`src/rtl/uart_baud_gen.sv`:
```
// Programmable baud / oversample tick generator for UART TX and RX.
// A fractional divisor (integer + FRAC_W-bit fraction) paces the oversample tick;
// OVERSAMPLE oversample ticks make one bit period, with a mid-bit sample tick.
// Divisor updates are staged in a shadow register and applied only at an
// interval boundary (or on clear) so no period is ever torn.
module uart_baud_gen #(
    parameter int unsigned CNT_W            = 16,
    parameter int unsigned FRAC_W           = 4,
    parameter int unsigned OVERSAMPLE       = 16,
    parameter int unsigned DEFAULT_DIV_INT  = 54,
    parameter int unsigned DEFAULT_DIV_FRAC = 4
) (
    input  logic                          clk_i,
    input  logic                          rst_i,
    input  logic                          en_i,
    input  logic                          clear_i,
    input  logic [CNT_W-1:0]              div_int_i,
    input  logic [FRAC_W-1:0]             div_frac_i,
    input  logic                          div_load_i,
    output logic                          os_tick_o,
    output logic                          mid_tick_o,
    output logic                          bit_tick_o,
    output logic [$clog2(OVERSAMPLE)-1:0] os_idx_o,
    output logic                          div_err_o
);

    localparam int unsigned IDX_W = $clog2(OVERSAMPLE);

    localparam logic [CNT_W-1:0]  DefInt  = CNT_W'(DEFAULT_DIV_INT);
    localparam logic [FRAC_W-1:0] DefFrac = FRAC_W'(DEFAULT_DIV_FRAC);
    localparam logic [IDX_W-1:0]  IdxMax  = IDX_W'(OVERSAMPLE - 1);
    localparam logic [IDX_W-1:0]  IdxMid  = IDX_W'(OVERSAMPLE / 2);
    localparam logic [CNT_W-1:0]  MinDiv  = CNT_W'(2);

    // Counting state
    logic [CNT_W-1:0]  cnt_q, cnt_d;
    logic [FRAC_W-1:0] acc_q, acc_d;
    logic [IDX_W-1:0]  idx_q, idx_d;

    // Active and shadow divisors
    logic [CNT_W-1:0]  div_int_q, div_int_d;
    logic [FRAC_W-1:0] div_frac_q, div_frac_d;
    logic [CNT_W-1:0]  shd_int_q, shd_int_d;
    logic [FRAC_W-1:0] shd_frac_q, shd_frac_d;
    logic              pend_q, pend_d;
    logic              err_q, err_d;

    // Registered tick outputs
    logic os_tick_q, os_tick_d;
    logic mid_tick_q, mid_tick_d;
    logic bit_tick_q, bit_tick_d;

    logic [FRAC_W:0]  frac_sum;
    logic             carry;
    logic [CNT_W:0]   len_m1;
    logic             int_end;
    logic [IDX_W-1:0] idx_nxt;
    logic             load_ok;

    // Interval length L = div_int + carry; L-1 kept one bit wider so L = 2**CNT_W cannot wrap
    always_comb begin
        frac_sum = {1'b0, acc_q} + {1'b0, div_frac_q};
        carry    = frac_sum[FRAC_W];
        len_m1   = {1'b0, div_int_q} + {{CNT_W{1'b0}}, carry} - (CNT_W + 1)'(1);
        int_end  = en_i && !clear_i && ({1'b0, cnt_q} == len_m1);
        idx_nxt  = (idx_q == IdxMax) ? '0 : idx_q + IDX_W'(1);
        load_ok  = div_int_i >= MinDiv;
    end

    // Next-state: clear beats enable/interval end; loads land in the shadow afterwards
    always_comb begin
        cnt_d      = cnt_q;
        acc_d      = acc_q;
        idx_d      = idx_q;
        div_int_d  = div_int_q;
        div_frac_d = div_frac_q;
        shd_int_d  = shd_int_q;
        shd_frac_d = shd_frac_q;
        pend_d     = pend_q;
        err_d      = err_q;
        os_tick_d  = 1'b0;
        mid_tick_d = 1'b0;
        bit_tick_d = 1'b0;

        if (clear_i) begin
            cnt_d = '0;
            acc_d = '0;
            idx_d = '0;
            if (pend_q) begin
                div_int_d  = shd_int_q;
                div_frac_d = shd_frac_q;
                pend_d     = 1'b0;
            end
        end else if (en_i) begin
            if (int_end) begin
                cnt_d      = '0;
                // acc advances with the divisor that timed this interval
                acc_d      = frac_sum[FRAC_W-1:0];
                idx_d      = idx_nxt;
                os_tick_d  = 1'b1;
                bit_tick_d = (idx_q == IdxMax);
                mid_tick_d = (idx_nxt == IdxMid);
                if (pend_q) begin
                    div_int_d  = shd_int_q;
                    div_frac_d = shd_frac_q;
                    pend_d     = 1'b0;
                end
            end else begin
                cnt_d = cnt_q + CNT_W'(1);
            end
        end

        // A load coinciding with an apply re-arms pending for the next boundary
        if (div_load_i) begin
            if (load_ok) begin
                shd_int_d  = div_int_i;
                shd_frac_d = div_frac_i;
                pend_d     = 1'b1;
                err_d      = 1'b0;
            end else begin
                err_d = 1'b1;
            end
        end
    end

    // State registers with asynchronous active-high reset
    always_ff @(posedge clk_i or posedge rst_i) begin
        if (rst_i) begin
            cnt_q      <= '0;
            acc_q      <= '0;
            idx_q      <= '0;
            div_int_q  <= DefInt;
            div_frac_q <= DefFrac;
            shd_int_q  <= DefInt;
            shd_frac_q <= DefFrac;
            pend_q     <= 1'b0;
            err_q      <= 1'b0;
            os_tick_q  <= 1'b0;
            mid_tick_q <= 1'b0;
            bit_tick_q <= 1'b0;
        end else begin
            cnt_q      <= cnt_d;
            acc_q      <= acc_d;
            idx_q      <= idx_d;
            div_int_q  <= div_int_d;
            div_frac_q <= div_frac_d;
            shd_int_q  <= shd_int_d;
            shd_frac_q <= shd_frac_d;
            pend_q     <= pend_d;
            err_q      <= err_d;
            os_tick_q  <= os_tick_d;
            mid_tick_q <= mid_tick_d;
            bit_tick_q <= bit_tick_d;
        end
    end

    assign os_tick_o  = os_tick_q;
    assign mid_tick_o = mid_tick_q;
    assign bit_tick_o = bit_tick_q;
    assign os_idx_o   = idx_q;
    assign div_err_o  = err_q;

endmodule

```
`config.mk`:
```
export PLATFORM = sky130hd
export DESIGN_NAME = uart_baud_gen
export DESIGN_NICKNAME = d
export VERILOG_FILES = /design/src/rtl/uart_baud_gen.sv
export SDC_FILE = /design/constraint.sdc
export NUM_CORES = 1
export LEC_CHECK = 0
export ABC_AREA = 1
export CAP_MARGIN = 20
export CORE_MARGIN = 2
export CORE_UTILIZATION = 50
export DETAILED_ROUTE_END_ITERATION = 12
export PLACE_DENSITY = 0.71
export SLEW_MARGIN = 20
export SYNTH_ARGS = -nofsm -noshare
export SYNTH_HDL_FRONTEND = slang
export SYNTH_SLANG_ARGS = --single-unit
```
`constraint.sdc`:
```
create_clock -name clk_i -period 6.8 [get_ports clk_i]
set_clock_uncertainty 0.1 [all_clocks]
set_input_delay 1.36 -clock clk_i [delete_from_list [all_inputs] [get_ports clk_i]]
set_output_delay 1.36 -clock clk_i [all_outputs]
set_load 0.03 [all_outputs]
```
After elaboration in Yosys (flattened, before gate mapping)
Index checks and enable logic that the tools add are counted.

Register bits after elaboration: 69. Output and inout bits: 8. Input bits: 25. Word-level logic and storage cells: 61.

Order comparisons: 1. Muxes and demuxes: 33. Eq/ne operators: 3. $add $sub $neg: 5. Reductions and logical operators: 7.

Operators by type and width (number): $mux 16 (7); $mux 4 (11); $add 16x1->17 (1); $eq 16x17->1 (1); $sub 17x1->17 const B (1); $add 16x1->16 const B (1); $ge 16x2->1 const B (1); $mux 1 (15); $eq 4x4->1 const B (2); $add 4x4->5 (1); $add 4x1->4 const B (1); $reduce_and 2->1 (2); $reduce_bool 2->1 (2); $logic_and 1x1->1 (2); $logic_not 1->1 (1).

Longest topological paths before layout
Gate-level depths: netlist (run 1).

Depth in word-level cells: 10. Gate-level depth with buffers: 21. Mapped depth without buffers: 20.

Worst setup path before layout (run 1)
Ideal clock, no wire load.

Path type: reg-to-reg. Start point: register acc_q[0]. End point: register acc_q[3]. Slack: 3797 ps. Clock period less this slack: 3003 ps. Path buffers: 2. Stages on the path, launching flop included: 20. Setup time: 126 ps. Data arrival time: 2777 ps. Cell sequence: dfrtp_1 > ha_1 > inv_1 > fa_1 > o21ai_0 > a21oi_1 > ha_1 > ha_1 > nand2_1 > inv_1 > nor2_1 > nand3_1 > nor2_1 > nand3_2 > nor2_4 > nand4_4 > nand2_2 > buf_6 > buf_4 > o22ai_1.

Longest elaborated chain between the ends: 7. Elaborated cells between the ends (all ways): 10.

Ends and longest elaborated chain: start: declaration (RTL line 37) `logic [FRAC_W-1:0] acc_q, acc_d;`; start signal: assignment (RTL line 130) `acc_q <= '0;`; start signal: assignment (RTL line 143) `acc_q <= acc_d;`; $add 4x4->5 * (RTL line 62) `frac_sum = {1'b0, acc_q} + {1'b0, div_frac_q};`; $add 16x1->17 (RTL line 64) `len_m1 = {1'b0, div_int_q} + {{CNT_W{1'b0}}, carry} - (CNT_W + 1)'(1);`; $sub 17x1->17 (RTL line 64); $eq 16x17->1 (RTL line 65) `int_end = en_i && !clear_i && ({1'b0, cnt_q} == len_m1);`; $logic_and 1x1->1 (RTL line 65); $reduce_bool 2->1 (no source line); $reduce_and 2->1 (no source line).

Mark *: on every way between the ends. The rest lies on a longest branch, timed or not. The select of a mux whose other input is x is not followed. A chain may end at the register's enable or synchronous reset.

Final worst setup path (run 1)
Start point: register acc_q[0]. End point: register div_int_q[6].

Longest elaborated chain between the ends: 7.

Ends and longest elaborated chain: $add 4x4->5 (RTL line 62); $add 16x1->17 (RTL line 64); $sub 17x1->17 (RTL line 64); $eq 16x17->1 (RTL line 65); $logic_and 1x1->1 (RTL line 65); $reduce_bool 2->1 (no source line); $reduce_and 2->1 (no source line); end signal: assignment (RTL line 132) `div_int_q <= DefInt;`; end signal: assignment (RTL line 145) `div_int_q <= div_int_d;`; end: declaration (RTL line 41) `logic [CNT_W-1:0] div_int_q, div_int_d;`.

Every way passes these cells.

==> summary.md, run 1 <==
| Metric | Value |
|---|---|
| Clock Sinks | 69 |
| Crit. End Element | flop |
| Post-DP HPWL | 5500 µm |
| I/O pin count | 33 |
| Final hold violations | 0 |
| PwrDens | 227 mW/mm² |
| Die Y | 91.7 µm |
| N_diodes | 0 |
| CTS tree | yes |
| Register share of total power | 48.6% |
| Clock root buffer | clkbuf_8 |
| Share of cells above drive strength 1 | 12.2% |
| Drt pass-1 iters | 4 |
| Max Root-Sink Buffers | 2 |
| Synth Area in XOR/XNOR | 5.70% |
| Cell count after synthesis | 467 |
| Final setup fails | 0 |
| Drt via density | 4.99 |
| Initial Util | 52.4% |
| Int Pwr | 0.000713 W |
| Fmax | 242 MHz |
| CP delay by family, top | simple AND/OR/NAND/NOR gates |
| Maximum vdd drop | 171 µV |
| Post-layout power | 0.00100 W |
| Gpl congestion | 0.828 |
| Clock power frac | 33.6% |
| Asr flop ratio synth | 100% |
| CP Cell Sequence | ha_1 > inv_1 > fa_1 > o21ai_0 > a21oi_1 > ha_1 > ha_1 > inv_1 > nand2_1 > nand3_1 > nand2_1 > nor2_1 > nand3_2 > nor2_4 > nand4_4 > nand2_2 > nand2_1 > nand2_1 > nand2_1 |
| First-pass GRT wire length | 13,000 µm |
| Cell accounting for the most synthesized area | dfrtp_1 |
| Synthesized area per cell | 8.23 µm² |
| Outcome | finished, final reports clean |
| Worst setup SP type | flop |
| WL final | 7380 µm |
| Largest net degree at the start of global routing | 70 |
| R2r setup slk | 2670 ps |
| Post-CTS Hold Fix Bufs | 0 |
| Postcts setup bufs | 0 |
| Synth area leaders | dfrtp_1 (38%), nand2_1 (13%), dfstp_2 (6.8%) |
| Core Area | 0.00733 mm² |
| DR DRC count | 0 |
| Prevailing post-synth register cell | dfrtp_1 |
| CTS H-Tree Depth | 3 |
| Gr usage total | 19.3% |
| Syn Nets | 502 |
| Type of the tightest min-delay check | reg -> reg |
| Vias | 2,999 |
| Worst hold margin | 376 ps |
| Initial antenna violation count | 0 |
| Area Overhead vs Synth | 15.0% |
| Worst-skew pair later-pin latency | 330 ps |
| RSZ-0062 raised after global routing | no |
| Clock slew at reported path FFs | 70 ps |
| Mux cell area share after synthesis | 4.98% |
| Synth Cell Area | 0.00384 mm² |
| Cts bufs inserted | 9 |
| Vias in the first global route | 2,865 |
| Worst path slowest cell | nand2_1 |
| CP max FO | 38 |
| Top-count cell post-synth | nand2_1 |
| Die area | 0.00840 mm² |
| Worst Path Buf+Inv | 2 |
| CP arrival | 4240 ps |
| Max Cap Viol | 0 |
| Largest family of logic cells by synthesized area | simple AND/OR/NAND/NOR gates |
| CP required | 6910 ps |
| Worst slew margin | 43.4% |
| Worst slack, placed | 2470 ps |
| Worst slew pin tran | 848 ps |
| WL/cell | 12.3 µm |
| Switching portion of total power | 28.9% |
| Post-route antenna net violation count | 0 |
| Critical path class | reg -> reg |
| Row count | 31 |
| IO buf count | 32 |
| Die X | 91.7 µm |
| Logic pwr share | 17.8% |
| Tmin final | 4130 ps |
| P_sw | 0.000289 W |
| Leakage | 2.10 nW |
| Final net count | 532 |
| Post-synthesis compound-gate area fraction | 3.19% |
| Post-Synth Simple-Gate Area | 29.9% |
| Sequential area share after synthesis | 45.3% |
| Initial detailed-routing violation count | 184 |
| Post-CTS sizing | 0 |
| Count of pins over their slew limit | 0 |
| Total grt overflow | 0 |
| EDFF count, synth | 0 |
| Final period util | 60.7% |
| Synth top area share | 38.4% |
| Yosys cell types | 32 |
| Worst Setup Slack, final | 2670 ps |
| #FFs+latches synth | 69 |
| CP peak stage delay | 550 ps |
| Most frequent CP cell | nand2_1 |
| Setup_tns | 0 ps |
| Synth top cells by count | nand2_1 (131), dfrtp_1 (59), inv_1 (52), nor2_1 (46), nand3_1 (43) |
| Synth Area in Adders | 3.45% |
| Syn. warnings | 0 |
| Final Core Density | 60.3% |
==> worst paths after layout <==
check | startpoint | end | depth (start not counted)
worst max-delay path | acc_q[0] | div_int_q[6] | 19
worst min-delay path | div_frac_q[2] | div_frac_q[2] | 2
worst max register to register | acc_q[0] | div_int_q[6] | 19
worst min register to register | div_frac_q[2] | div_frac_q[2] | 2
max in group asynchronous | rst_i | div_int_q[13] | 3
min in group asynchronous | rst_i | shd_int_q[0] | 3
==> metal layers <==
metal  part of all wire (%)  GRT usage [%]  vias up  routed length (µm)
met5                      0              0        -                   0
met4                    1.6           6.82        0                 115
met3                    3.6           3.86        8                 269
met2                     45           30.2       55                3320
met1                     50           26.7     1391                3670
li1                       -              -     1545                   -
==> registers in the layout, summed over array words and instances (netlist names) <==
| signal | count |
|---|---|
| div_int_q | 16 |
| bit_tick_o | 1 |
| div_frac_q | 4 |
| os_tick_o | 1 |
| os_idx_o | 4 |
| shd_int_q | 16 |
| div_err_o | 1 |
| shd_frac_q | 4 |
| acc_q | 4 |
| mid_tick_o | 1 |
| pend_q | 1 |
| cnt_q | 16 |
==> worst register-to-register path, delay by kind of cell, from the launching register on <==
| family | cells | cell delay (ps) |
|---|---|---|
| and+or+nand+nor | 11 | 2070 |
| adders and majority gates | 4 | 1060 |
| AOI/OAI and AO/OA | 2 | 260 |
| DFF | 1 | 350 |
| buffers and inverters | 2 | 150 |
==> layout make-up <==
class / instances / area (µm²)
fillers: 641 / 2910
multi-input cells: 331 / 1830
flip-flops and latches: 69 / 1740
repair buffers: 33 / 328
inverters: 53 / 199
clock buffers: 13 / 159
well taps: 99 / 124
clock inverters: 3 / 43.8
==> power groups by stage <==
| stage | clock, W | sequential, W | combinational, W |
|---|---|---|---|
| 6_report | 0.000337 | 0.000487 | 0.000178 |
| 5_1_grt | 0.000362 | 0.000493 | 0.000206 |
| 4_1_cts | 0.000343 | 0.000487 | 0.000181 |
| 3_5_place_dp | 0 | 0.000494 | 0.000180 |
| 3_3_place_gp | 0 | 0.000493 | 0.000175 |
| 2_1_floorplan | 0 | 0.000477 | 0.000146 |
==> through the flow <==
stage	instances	area (µm²)
floorplan	467	3840
global placement	585	4210
detailed placement	585	4210
CTS	601	4410
global route	601	4420
finish	601	4420
==> layout by cell type (no fill, tap or decap), types with 2 or more instances in the layout <==
master	count
nand4_1	5
ha_1	9
dfrtp_1	59
o22ai_1	6
xnor2_1	11
inv_2	2
dfstp_2	10
nand2_1	131
xor2_1	14
nor2_2	7
nand2_2	4
clkbuf_8	11
nor2_1	46
clkdlybuf4s50_1	32
nor3_1	4
nor4_1	4
nor2_4	3
nand3b_1	7
clkbuf_1	2
inv_1	51
o21ai_0	10
mux2_2	17
a21oi_1	3
nand3_1	43
==> kinds of logic (layout without fill, tap and decap cells) <==
group / Yosys count / after routing
AND/OR/NAND/NOR: 257 / 257
XOR/XNOR: 25 / 25
AO/OA/AOI/OAI: 22 / 22
multiplexers: 17 / 17
adder cells (fa/ha/maj): 10 / 10
buffers and inverters: 67 / 102
flip-flops: 69 / 69
Note: power is estimated with default switching activity, not from simulation.
==> inputs of run 2 (changes only) <==
- PLACE_DENSITY: 0.71 -> 0.73
- clock period: 6.8 -> 3.47 ns (I/O delays scaled with it)
==> run 2 against run 1 <==
Clock power increased by 110%. Critical path type unchanged. Cell count increased by 1.0%. Via count increased by 0.57%. Critical endpoint is now mid_tick_o. Global-route usage increased by 0.35 points. Final area increased by 2.0%. First-iteration DRC count increased by 14%. Worst hold slack improved by 2.7 ps. Sequential cell count unchanged. Highest routed layer unchanged. Die area unchanged. Largest power group unchanged.
==> summary.md, run 2 (synthesis results as in run 1) <==
| Metric | Value |
|---|---|
| Initial antenna violation count | 0 |
| Final period util | 92.4% |
| CTS H-Tree Depth | 3 |
| Vias in the first global route | 2,945 |
| Most frequent CP cell | nor2_1 |
| Gr usage total | 19.6% |
| CP peak stage delay | 400 ps |
| Clock slew at reported path FFs | 80 ps |
| IO buf count | 32 |
| Final hold violations | 0 |
| Share of cells above drive strength 1 | 14.0% |
| Worst slew margin | 55.0% |
| Most common cell after layout, fill and taps aside | nand2_1 |
| Critical path class | reg -> reg |
| Initial detailed-routing violation count | 209 |
| CP required | 3650 ps |
| DR DRC count | 0 |
| P_sw | 0.000603 W |
| Worst slew pin tran | 674 ps |
| CP delay by family, top | adder cells |
| Core Area | 0.00733 mm² |
| Worst-skew pair later-pin latency | 340 ps |
| Count of pins over their slew limit | 0 |
| Crit. End Element | flop |
| Post-DP HPWL | 5710 µm |
| Area Overhead vs Synth | 17.3% |
| WL final | 7590 µm |
| Row count | 31 |
| Drt via density | 4.97 |
| I/O pin count | 33 |
| Maximum vdd drop | 293 µV |
| Tmin final | 3210 ps |
| Die Y | 91.7 µm |
| Fmax | 312 MHz |
| N_diodes | 0 |
| Post-route antenna net violation count | 0 |
| CTS tree | yes |
| Worst Path Buf+Inv | 3 |
| Gpl congestion | 0.835 |
| CP Cell Sequence | ha_1 > inv_1 > fa_1 > o21ai_1 > a21oi_1 > ha_2 > ha_2 > nor2_1 > nor2_1 > nand3_1 > nor2_1 > nand3_2 > nor2_4 > nand4_4 > buf_4 > inv_1 > nand3b_1 > nor2_1 |
| Register share of total power | 46.7% |
| CP arrival | 3390 ps |
| Largest net degree at the start of global routing | 36 |
| Drt pass-1 iters | 4 |
| Clock root buffer | clkbuf_8 |
| Finished Layout Cells | 607 |
| Biggest regs | cnt_q x16, div_int_q x16, shd_int_q x16 |
| CP max FO | 7 |
| First-pass GRT wire length | 13,300 µm |
| Setup_tns | 0 ps |
| Switching portion of total power | 29.5% |
| Final net count | 538 |
| Initial Util | 52.4% |
| Total grt overflow | 0 |
| Max Cap Viol | 0 |
| WL/cell | 12.5 µm |
| Die X | 91.7 µm |
| Worst path slowest cell | fa_1 |
| Dpl cells | 590 |
| PwrDens | 454 mW/mm² |
| Outcome | finished, final reports clean |
| Max Root-Sink Buffers | 2 |
| Cts bufs inserted | 9 |
| Final setup fails | 0 |
| Worst setup SP type | flop |
| Logic pwr share | 17.9% |
| Clock power frac | 35.4% |
| Most frequent cells in the layout | nand2_1 (131), dfrtp_1 (59), inv_1 (51), nor2_1 (46), nand3_1 (43) |
| Int Pwr | 0.00144 W |
| Die area | 0.00840 mm² |
| Type of the tightest min-delay check | reg -> reg |
| Clock Sinks | 69 |
| Vias | 3,016 |
| Leakage | 2.14 nW |
run 2: cell count changes in the layout (fill, tap and decap cells not counted), sizes merged:
cell	previous run	this run
inv	53	55
clkinvlp	0	2
clkbuf	13	9
clkinv	2	1
bufinv	1	2
buf	1	7
run 2: timing repair:
action                                  CTS  global route
hold endpoints to repair                  0             0
setup buffers                             0             1
endpoints found under the setup margin    0            39
hold buffers                              0             0
resized for setup                         0             6
run 2: worst register-to-register path, cell delays in order (launching register included):
cell	delay [ps]
dfrtp_1	360
ha_1	180
inv_1	60
fa_1	400
o21ai_1	150
a21oi_1	100
ha_2	210
ha_2	320
nor2_1	40
nor2_1	90
nand3_1	70
nor2_1	130
nand3_2	110
nor2_4	130
nand4_4	120
buf_4	190
inv_1	160
nand3b_1	130
nor2_1	100
run 2: worst paths after layout:
check / startpoint / endpoint / slack [ps] / cells after the start
min: div_frac_q[0] / div_frac_q[0] / 380 / 2
min in group asynchronous: rst_i / shd_frac_q[0] / 650 / 2
min reg2reg: div_frac_q[0] / div_frac_q[0] / 380 / 2
max in group asynchronous: rst_i / div_int_q[4] / 1850 / 3
max: acc_q[0] / mid_tick_o / 260 / 18
max reg2reg: acc_q[0] / mid_tick_o / 260 / 18
run 2: layout make-up:
type	instances	area (µm²)
well taps	99	124
flip-flops and latches	69	1740
repair buffers	39	389
fillers	621	2830
clock inverters	7	97.6
inverters	53	199
multi-input cells	331	1830
clock buffers	9	124
run 2: per-stage QoR:
step	area [µm²]	util [%]	setup WS (ps)	total power, W	hold WS [ps]
detailed placement	4260	58.1	161	0.00133	362
global route	4510	61.5	-4.82	0.00216	399
global placement	4260	58.1	303	0.00131	360
floorplan	3840	-	467	0.00122	342
CTS	4480	61.1	139	0.00205	385
finish	4510	61.5	264	0.00205	378
run 2: power groups by stage:
stage                     logic (W)  clock network (W)  registers, W
after floorplan            0.000286                  0      0.000935
after global placement     0.000346                  0      0.000965
after detailed placement   0.000359                  0      0.000969
after CTS                  0.000361           0.000730      0.000954
after global routing       0.000421           0.000771      0.000966
final                      0.000365           0.000724      0.000956
run 2: metal layers:
metal	routed length, µm	global-route usage [%]	share of wire [%]
met3	263	2.55	3.5
met4	166	8.21	2.2
met5	0	0	0
met1	3630	26.8	48
met2	3530	31.6	47
==> inputs of run 3 (changes only) <==
- CAP_MARGIN: 20 -> default
==> results of run 3 <==
Same layout as run 2: the final DEF is identical, and so are final timing and power.
